## src/rtl/uart_cmd_parser.sv

```systemverilog
// -----------------------------------------------------------------------------
// uart_cmd_parser
//
// Recovers command frames from the byte stream of a UART receiver:
//     [SYNC][CMD][LEN][PAYLOAD x LEN][CSUM]
// The checksum is the XOR of CMD, LEN and every payload byte; SYNC and CSUM are
// not included. A good frame is held on cmd_* with cmd_valid high until the
// consumer takes it with cmd_ready. Checksum, length, overrun and (optionally)
// timeout errors are reported as single-cycle pulses.
//
// Optional feature: define CMD_TIMEOUT_EN to enable the inter-byte timeout.
// A partial frame is then abandoned after TIMEOUT_CYCLES clocks without a byte.
// When undefined, err_timeout is tied low and a partial frame waits forever.
//
// Parameters:
//   MAX_LEN         maximum payload bytes per frame (1..16)
//   SYNC_BYTE       frame start marker
//   TIMEOUT_CYCLES  inter-byte timeout in clk cycles (CMD_TIMEOUT_EN only)
//
// Ports:
//   clk          in   system clock
//   rst_n        in   asynchronous active-low reset
//   rx_data      in   received byte
//   rx_valid     in   one-cycle strobe, rx_data valid
//   cmd_code     out  command byte of held frame (0 when nothing held)
//   cmd_len      out  payload length of held frame
//   cmd_payload  out  payload, byte i at [8*i+7:8*i], unused bytes 0
//   cmd_valid    out  frame held and available
//   cmd_ready    in   consumer accepts the frame when cmd_valid & cmd_ready
//   err_csum     out  pulse: checksum mismatch
//   err_len      out  pulse: LEN > MAX_LEN
//   err_overrun  out  pulse: byte arrived while a frame was held (byte dropped)
//   err_timeout  out  pulse: inter-byte timeout
// -----------------------------------------------------------------------------
module uart_cmd_parser #(
    parameter int          MAX_LEN        = 8,
    parameter logic [7:0]  SYNC_BYTE      = 8'hAA,
    parameter int          TIMEOUT_CYCLES = 1250000
) (
    input  logic                   clk,
    input  logic                   rst_n,
    input  logic [7:0]             rx_data,
    input  logic                   rx_valid,
    output logic [7:0]             cmd_code,
    output logic [4:0]             cmd_len,
    output logic [MAX_LEN*8-1:0]   cmd_payload,
    output logic                   cmd_valid,
    input  logic                   cmd_ready,
    output logic                   err_csum,
    output logic                   err_len,
    output logic                   err_overrun,
    output logic                   err_timeout
);

    localparam int IDX_W = (MAX_LEN > 1) ? $clog2(MAX_LEN) : 1;

    typedef enum logic [2:0] {
        ST_HUNT,
        ST_CMD,
        ST_LEN,
        ST_PAYLOAD,
        ST_CSUM,
        ST_HOLD
    } state_t;

    state_t            state_q, state_d;
    logic [7:0]        code_q, code_d;
    logic [4:0]        len_q, len_d;
    logic [IDX_W-1:0]  idx_q, idx_d;
    logic [7:0]        csum_q, csum_d;
    logic              err_csum_q, err_csum_d;
    logic              err_len_q, err_len_d;
    logic              err_ovr_q, err_ovr_d;
    logic              buf_we;
    logic              buf_clr;
    logic              timeout_hit;
    logic              last_byte;
    logic              len_too_big;

    // Current payload byte is the final one of the frame.
    assign last_byte   = ((5'(idx_q) + 5'd1) == len_q);
    assign len_too_big = (rx_data > 8'(MAX_LEN));

    // ------------------------------------------------------------------ state register
    always_ff @(posedge clk or negedge rst_n) begin
        if (!rst_n) begin
            state_q <= ST_HUNT;
        end else begin
            state_q <= state_d;
        end
    end

    // ------------------------------------------------------------------ next state
    always_comb begin
        state_d = state_q;
        if (timeout_hit) begin
            state_d = ST_HUNT;
        end else begin
            case (state_q)
                ST_HUNT:    if (rx_valid && rx_data == SYNC_BYTE) state_d = ST_CMD;
                ST_CMD:     if (rx_valid) state_d = ST_LEN;
                ST_LEN: begin
                    if (rx_valid) begin
                        if (len_too_big)          state_d = ST_HUNT;
                        else if (rx_data == 8'd0) state_d = ST_CSUM;
                        else                      state_d = ST_PAYLOAD;
                    end
                end
                ST_PAYLOAD: if (rx_valid && last_byte) state_d = ST_CSUM;
                ST_CSUM: begin
                    if (rx_valid) state_d = (rx_data == csum_q) ? ST_HOLD : ST_HUNT;
                end
                // A byte arriving together with cmd_ready is still dropped.
                ST_HOLD:    if (cmd_ready) state_d = ST_HUNT;
                default:    state_d = ST_HUNT;
            endcase
        end
    end

    // ------------------------------------------------------------------ outputs / datapath control
    always_comb begin
        code_d     = code_q;
        len_d      = len_q;
        idx_d      = idx_q;
        csum_d     = csum_q;
        buf_we     = 1'b0;
        buf_clr    = 1'b0;
        err_csum_d = 1'b0;
        err_len_d  = 1'b0;
        err_ovr_d  = 1'b0;
        if (timeout_hit) begin
            buf_clr = 1'b1;
        end else begin
            case (state_q)
                ST_HUNT: begin
                    // Clear at frame start so unused payload bytes always read 0.
                    if (rx_valid && rx_data == SYNC_BYTE) begin
                        buf_clr = 1'b1;
                        code_d  = 8'd0;
                        len_d   = 5'd0;
                        idx_d   = '0;
                        csum_d  = 8'd0;
                    end
                end
                ST_CMD: begin
                    if (rx_valid) begin
                        code_d = rx_data;
                        csum_d = rx_data;
                    end
                end
                ST_LEN: begin
                    if (rx_valid) begin
                        if (len_too_big) begin
                            err_len_d = 1'b1;
                        end else begin
                            len_d  = rx_data[4:0];
                            csum_d = csum_q ^ rx_data;
                            idx_d  = '0;
                        end
                    end
                end
                ST_PAYLOAD: begin
                    if (rx_valid) begin
                        buf_we = 1'b1;
                        csum_d = csum_q ^ rx_data;
                        idx_d  = idx_q + IDX_W'(1);
                    end
                end
                ST_CSUM: begin
                    if (rx_valid && rx_data != csum_q) err_csum_d = 1'b1;
                end
                ST_HOLD: begin
                    if (rx_valid)  err_ovr_d = 1'b1;
                    if (cmd_ready) buf_clr   = 1'b1;
                end
                default: ;
            endcase
        end
    end

    always_ff @(posedge clk or negedge rst_n) begin
        if (!rst_n) begin
            code_q     <= 8'd0;
            len_q      <= 5'd0;
            idx_q      <= '0;
            csum_q     <= 8'd0;
            err_csum_q <= 1'b0;
            err_len_q  <= 1'b0;
            err_ovr_q  <= 1'b0;
        end else begin
            code_q     <= code_d;
            len_q      <= len_d;
            idx_q      <= idx_d;
            csum_q     <= csum_d;
            err_csum_q <= err_csum_d;
            err_len_q  <= err_len_d;
            err_ovr_q  <= err_ovr_d;
        end
    end

    assign cmd_valid   = (state_q == ST_HOLD);
    assign cmd_code    = cmd_valid ? code_q : 8'd0;
    assign cmd_len     = cmd_valid ? len_q  : 5'd0;
    assign err_csum    = err_csum_q;
    assign err_len     = err_len_q;
    assign err_overrun = err_ovr_q;

    // ------------------------------------------------------------------ payload buffer
    generate
        for (genvar gi = 0; gi < MAX_LEN; gi++) begin : gen_buf
            logic [7:0] byte_q;
            always_ff @(posedge clk or negedge rst_n) begin
                if (!rst_n) begin
                    byte_q <= 8'd0;
                end else if (buf_clr) begin
                    byte_q <= 8'd0;
                end else if (buf_we && idx_q == IDX_W'(gi)) begin
                    byte_q <= rx_data;
                end
            end
            assign cmd_payload[8*gi +: 8] = cmd_valid ? byte_q : 8'd0;
        end
    endgenerate

    // ------------------------------------------------------------------ inter-byte timeout
`ifdef CMD_TIMEOUT_EN
    localparam int CNT_W = $clog2(TIMEOUT_CYCLES + 1);

    logic [CNT_W-1:0] tmo_cnt_q;
    logic             err_timeout_q;
    logic             in_frame;

    // HUNT and HOLD never time out.
    assign in_frame    = (state_q == ST_CMD) || (state_q == ST_LEN) ||
                         (state_q == ST_PAYLOAD) || (state_q == ST_CSUM);
    // Fires on the TIMEOUT_CYCLES-th consecutive idle cycle inside a frame.
    assign timeout_hit = in_frame && !rx_valid &&
                         (tmo_cnt_q == CNT_W'(TIMEOUT_CYCLES - 1));

    always_ff @(posedge clk or negedge rst_n) begin
        if (!rst_n) begin
            tmo_cnt_q     <= '0;
            err_timeout_q <= 1'b0;
        end else begin
            err_timeout_q <= timeout_hit;
            if (rx_valid || !in_frame || timeout_hit) begin
                tmo_cnt_q <= '0;
            end else begin
                tmo_cnt_q <= tmo_cnt_q + CNT_W'(1);
            end
        end
    end

    assign err_timeout = err_timeout_q;
`else
    logic unused_timeout_cfg;
    assign unused_timeout_cfg = (TIMEOUT_CYCLES != 0);
    assign timeout_hit        = 1'b0;
    assign err_timeout        = 1'b0;
`endif

endmodule

```

## config.mk

```make
export PLATFORM = sky130hd
export DESIGN_NAME = uart_cmd_parser
export DESIGN_NICKNAME = d
export VERILOG_FILES = /design/src/rtl/uart_cmd_parser.sv
export SDC_FILE = /design/constraint.sdc
export NUM_CORES = 1
export LEC_CHECK = 0
export ABC_AREA = 1
export CORE_UTILIZATION = 53
export DETAILED_ROUTE_END_ITERATION = 8
export PLACE_DENSITY = 0.81
export RECOVER_POWER = 50
export SLEW_MARGIN = 20
export SYNTH_ARGS = -nofsm -noshare
export SYNTH_HDL_FRONTEND = slang
export SYNTH_SLANG_ARGS = --single-unit
```

## constraint.sdc

```tcl
create_clock -name clk -period 2.4 [get_ports clk]
set_input_delay 0.36 -clock clk [delete_from_list [all_inputs] [get_ports clk]]
set_output_delay 0.36 -clock clk [all_outputs]
set_load 0.02 [all_outputs]
```

==> Flow_metrics.wiki <==
{| class="wikitable"
! Metric !! Value
|-
| Power, Total || 4.77 mW
|-
| Post-layout net count || 849
|-
| Worst-skew pair later-pin latency || 0.37 ns
|-
| Total detailed-routing wirelength || 12,700 um
|-
| Final GP Congestion || 0.939
|-
| Worst Max-Slew Pin Slew || 1.44 ns
|-
| Maximum vdd drop || 0.510 mV
|-
| Unrepaired setup endpoints after global routing || no
|-
| Largest fanout on the critical path || 62
|-
| H-tree depth reported by CTS || 3
|-
| Diode insertion count for antenna repair || 0
|-
| Number of top-level pins || 94
|-
| Pin count of the biggest net entering global routing || 63
|-
| Syn Std Cell Area || 0.00506 sq mm
|-
| Critical path endpoint category || output pin
|-
| Total of flip-flops plus latches after synthesis || 94
|-
| Clk sink count || 94
|-
| Core box area || 0.00924 sq mm
|-
| Final period demand of the worst path || 2.24 ns
|-
| Overflow left after global routing || 0
|-
| Die area || 0.00993 sq mm
|-
| Total negative slack || 0 ns
|-
| Post-DP HPWL || 9210 um
|-
| Kind of critical path || register to output pin
|-
| Sequential cell area fraction in the yosys report || 0.465
|-
| CTS hold repair buffers || 0
|-
| Cells after Synth || 725
|-
| Overall routing resource usage || 0.279
|-
| Startpoint type of the worst setup path || register
|-
| Max Cap Viol || 0
|-
| Overall die width || 99.7 um
|-
| CTS Root Buffer Type || sky130_fd_sc_hd__clkbuf_8
|-
| Final Core Density || 0.677
|-
| Tightest slew margin relative to the limit || 0.0433
|-
| Routed length per placed instance || 13.2 um
|-
| Via density per instance || 4.92
|-
| Via Count || 4,748
|-
| Setup violation total in the final timing report || 0
|-
| Post-Synthesis Net Count || 743
|-
| First-pass GRT wire length || 21,600 um
|-
| Ratio of final minimum period to clock period || 0.934
|-
| Crit. Startpoint || state_q[1]$_DFFE_PN0P_
|-
| Synthesis warning total || 0
|-
| Rows || 35
|-
| Antenna violations before repair || 0
|-
| Final antenna-violating net count || 0
|-
| Class of the tightest hold or removal check || primary input to async pin
|-
| Vias in the first global route || 4,510
|-
| Layout area overhead || 23.8%
|-
| Final count of pins violating max slew || 0
|-
| Port buffer count || 92
|-
| Share of post-route cells with drive strength above 1 || 0.0718
|-
| Crit path arrival time || 1.88 ns
|-
| Synth unique cells || 26
|-
| Final-report hold violation count || 0
|-
| Worst-case clock buffer depth || 2
|-
| Static Leak || 3.54 nW
|-
| CP required || 2.04 ns
|-
| Clock transition time at the flip-flop clock pins of the worst setup and hold paths || 0.10 ns
|-
| Ratio of total power to cell area || 763 mW/mm^2
|-
| Run status || completed
|-
| Multi-input combinational cell area || 0.00218 sq mm
|-
| Count of routing violations after the opening detailed-route iteration || 192
|-
| CTS tree || built
|-
| Iteration count of the initial detailed-routing pass || 5
|-
| Starting density of the core || 0.547
|-
| Storage element area || 0.00235 sq mm
|-
| Worst reg2reg path startpoint || state_q[2]$_DFFE_PN0P_
|-
| Die Span Y || 99.7 um
|-
| Number of clock buffers inserted by TritonCTS || 9
|-
| Number of design rule violations left after detail routing || 0
|-
| Fillers || 857
|-
| Synthesized area per cell || 6.97 sq um
|-
| Worst Skew || 0.00961 ns
|-
| Max Freq || 446 MHz
|}
[final timing paths]
kind / to / slack, ns / cells after the start
max: cmd_len[3] / 0.16 / 7
min: gen_buf[3].byte_q[0]$_DFFE_PN0P_ / 0.32 / 1
max reg2reg: csum_q[3]$_DFFE_PN0P_ / 0.19 / 9
min reg2reg: gen_buf[7].byte_q[5]$_DFFE_PN0P_ / 0.48 / 2
max in group asynchronous: gen_buf[5].byte_q[2]$_DFFE_PN0P_ / 0.49 / 2
min in group clk: gen_buf[7].byte_q[5]$_DFFE_PN0P_ / 0.48 / 2
[power breakdown]
part	internal, mW	switching, mW
Combinational	0.494	1.17
Sequential	1.90	0.217
Clock	0.417	0.583
Total	2.81	1.97
[per-layer routing]
layer | vias up | share of wire | GRT usage | wire length (um)
li1 | 2351 | - | - | -
met4 | 0 | 0.034 | 0.135 | 428
met1 | 2202 | 0.44 | 0.364 | 5560
met5 | - | 0 | 0 | 0
met2 | 168 | 0.47 | 0.462 | 5990
met3 | 27 | 0.057 | 0.0344 | 730
[synth_stat cells]
master                     number  share of area
sky130_fd_sc_hd__nand2_1      305           0.23
sky130_fd_sc_hd__nor2_1       114          0.085
sky130_fd_sc_hd__inv_1        107          0.079
sky130_fd_sc_hd__dfrtp_1       94           0.47
sky130_fd_sc_hd__nand3_1       30          0.030
sky130_fd_sc_hd__clkbuf_1       9         0.0067
sky130_fd_sc_hd__inv_2          8         0.0059
sky130_fd_sc_hd__nor2_4         8          0.018
sky130_fd_sc_hd__o22ai_1        8         0.0099
sky130_fd_sc_hd__nor2_2         7         0.0087
sky130_fd_sc_hd__ha_1           6          0.015
sky130_fd_sc_hd__nor3_4         6          0.019
sky130_fd_sc_hd__o21ai_0        5         0.0049
sky130_fd_sc_hd__nand4_1        4         0.0049
sky130_fd_sc_hd__a21oi_1        2         0.0020
sky130_fd_sc_hd__nand2_2        2         0.0025
sky130_fd_sc_hd__and2_1         1         0.0012
sky130_fd_sc_hd__buf_1          1        0.00074
sky130_fd_sc_hd__buf_2          1        0.00099
sky130_fd_sc_hd__buf_4          1         0.0015
sky130_fd_sc_hd__buf_6          1         0.0022
sky130_fd_sc_hd__conb_1         1        0.00074
sky130_fd_sc_hd__nand2_4        1         0.0022
sky130_fd_sc_hd__nand4_2        1         0.0025
sky130_fd_sc_hd__o21ai_4        1         0.0032
sky130_fd_sc_hd__xor2_1         1         0.0017
[registers in the layout (all words and copies together), names as in the netlist]
register / cells
gen_buf.byte_q: 64
code_q: 8
csum_q: 8
len_q: 5
idx_q: 3
state_q: 3
err_csum: 1
err_len: 1
err_overrun: 1
[cell type report]
type                            instances  area share
Clock buffer                           11      0.0226
Clock inverter                          5     0.00700
Timing Repair Buffer                  108       0.151
Sequential cell                        94       0.376
Inverter                              115      0.0690
Tap cell                              129      0.0258
Multi-Input combinational cell        503       0.349
[cells by family (layout without fill, tap and decap cells)]
group	count (synthesis)	in the layout	synth area share
DFF	94	94	0.465
adders and majority gates	6	6	0.0148
and+or+nand+nor	479	479	0.400
xor gates and xnor gates	1	1	0.00173
buffers and inverters	128	239	0.0975
other	1	1	0.000742
AOI/OAI and AO/OA	16	16	0.0200
[critical path, stage by stage (launching register included)]
cell and delay, ns:
sky130_fd_sc_hd__dfrtp_1 0.41, sky130_fd_sc_hd__inv_1 0.08, sky130_fd_sc_hd__nand2_1 0.07, sky130_fd_sc_hd__nor2_2 0.18
sky130_fd_sc_hd__inv_2 0.08, sky130_fd_sc_hd__buf_12 0.18, sky130_fd_sc_hd__nor2_1 0.14, sky130_fd_sc_hd__dlygate4sd2_1 0.35
[cells in the final DEF, fill, tap and decap left out]
master                              n
sky130_fd_sc_hd__o21ai_4            1
sky130_fd_sc_hd__dlygate4sd3_1      3
sky130_fd_sc_hd__conb_1             1
sky130_fd_sc_hd__buf_4             12
sky130_fd_sc_hd__nor2_4             5
sky130_fd_sc_hd__o21ai_0            5
sky130_fd_sc_hd__inv_1            109
sky130_fd_sc_hd__dfrtp_2            1
sky130_fd_sc_hd__nor2_1           115
sky130_fd_sc_hd__clkinvlp_4         2
sky130_fd_sc_hd__and2_1             1
sky130_fd_sc_hd__nand3_1           30
sky130_fd_sc_hd__nand4_1            5
sky130_fd_sc_hd__clkbuf_1           3
sky130_fd_sc_hd__inv_2              6
sky130_fd_sc_hd__nor2_2             9
sky130_fd_sc_hd__dlygate4sd2_1     77
sky130_fd_sc_hd__inv_8              1
sky130_fd_sc_hd__xor2_1             1
sky130_fd_sc_hd__nand2_1          306
sky130_fd_sc_hd__clkbuf_2           2
sky130_fd_sc_hd__clkinv_4           2
sky130_fd_sc_hd__a21oi_1            2
sky130_fd_sc_hd__ha_1               6
sky130_fd_sc_hd__clkbuf_8          10
sky130_fd_sc_hd__nand2_2            1
sky130_fd_sc_hd__dfrtp_1           93
sky130_fd_sc_hd__buf_12             1
sky130_fd_sc_hd__nand2_4            1
sky130_fd_sc_hd__clkdlybuf4s50_1   11
sky130_fd_sc_hd__o22ai_1            8
sky130_fd_sc_hd__nor3_4             6
[per-stage QoR]
step	std cells	instance area, sq um	hold WS, ns	setup slack [ns]
after floorplan	725	5060	0.0644	0.416
after global placement	949	6220	0.456	0.0896
after detailed placement	949	6220	0.459	0.0234
after CTS	965	6310	0.0803	0.169
after global routing	965	6260	0.447	0.0571
final	965	6260	0.319	0.158
[timing repair]
action | in CTS | in global routing
resized for setup | 78 | 0
setup endpoints to repair | 77 | 0
buffers inserted | 0 | 0
Note: power is estimated with default switching activity, not from simulation.
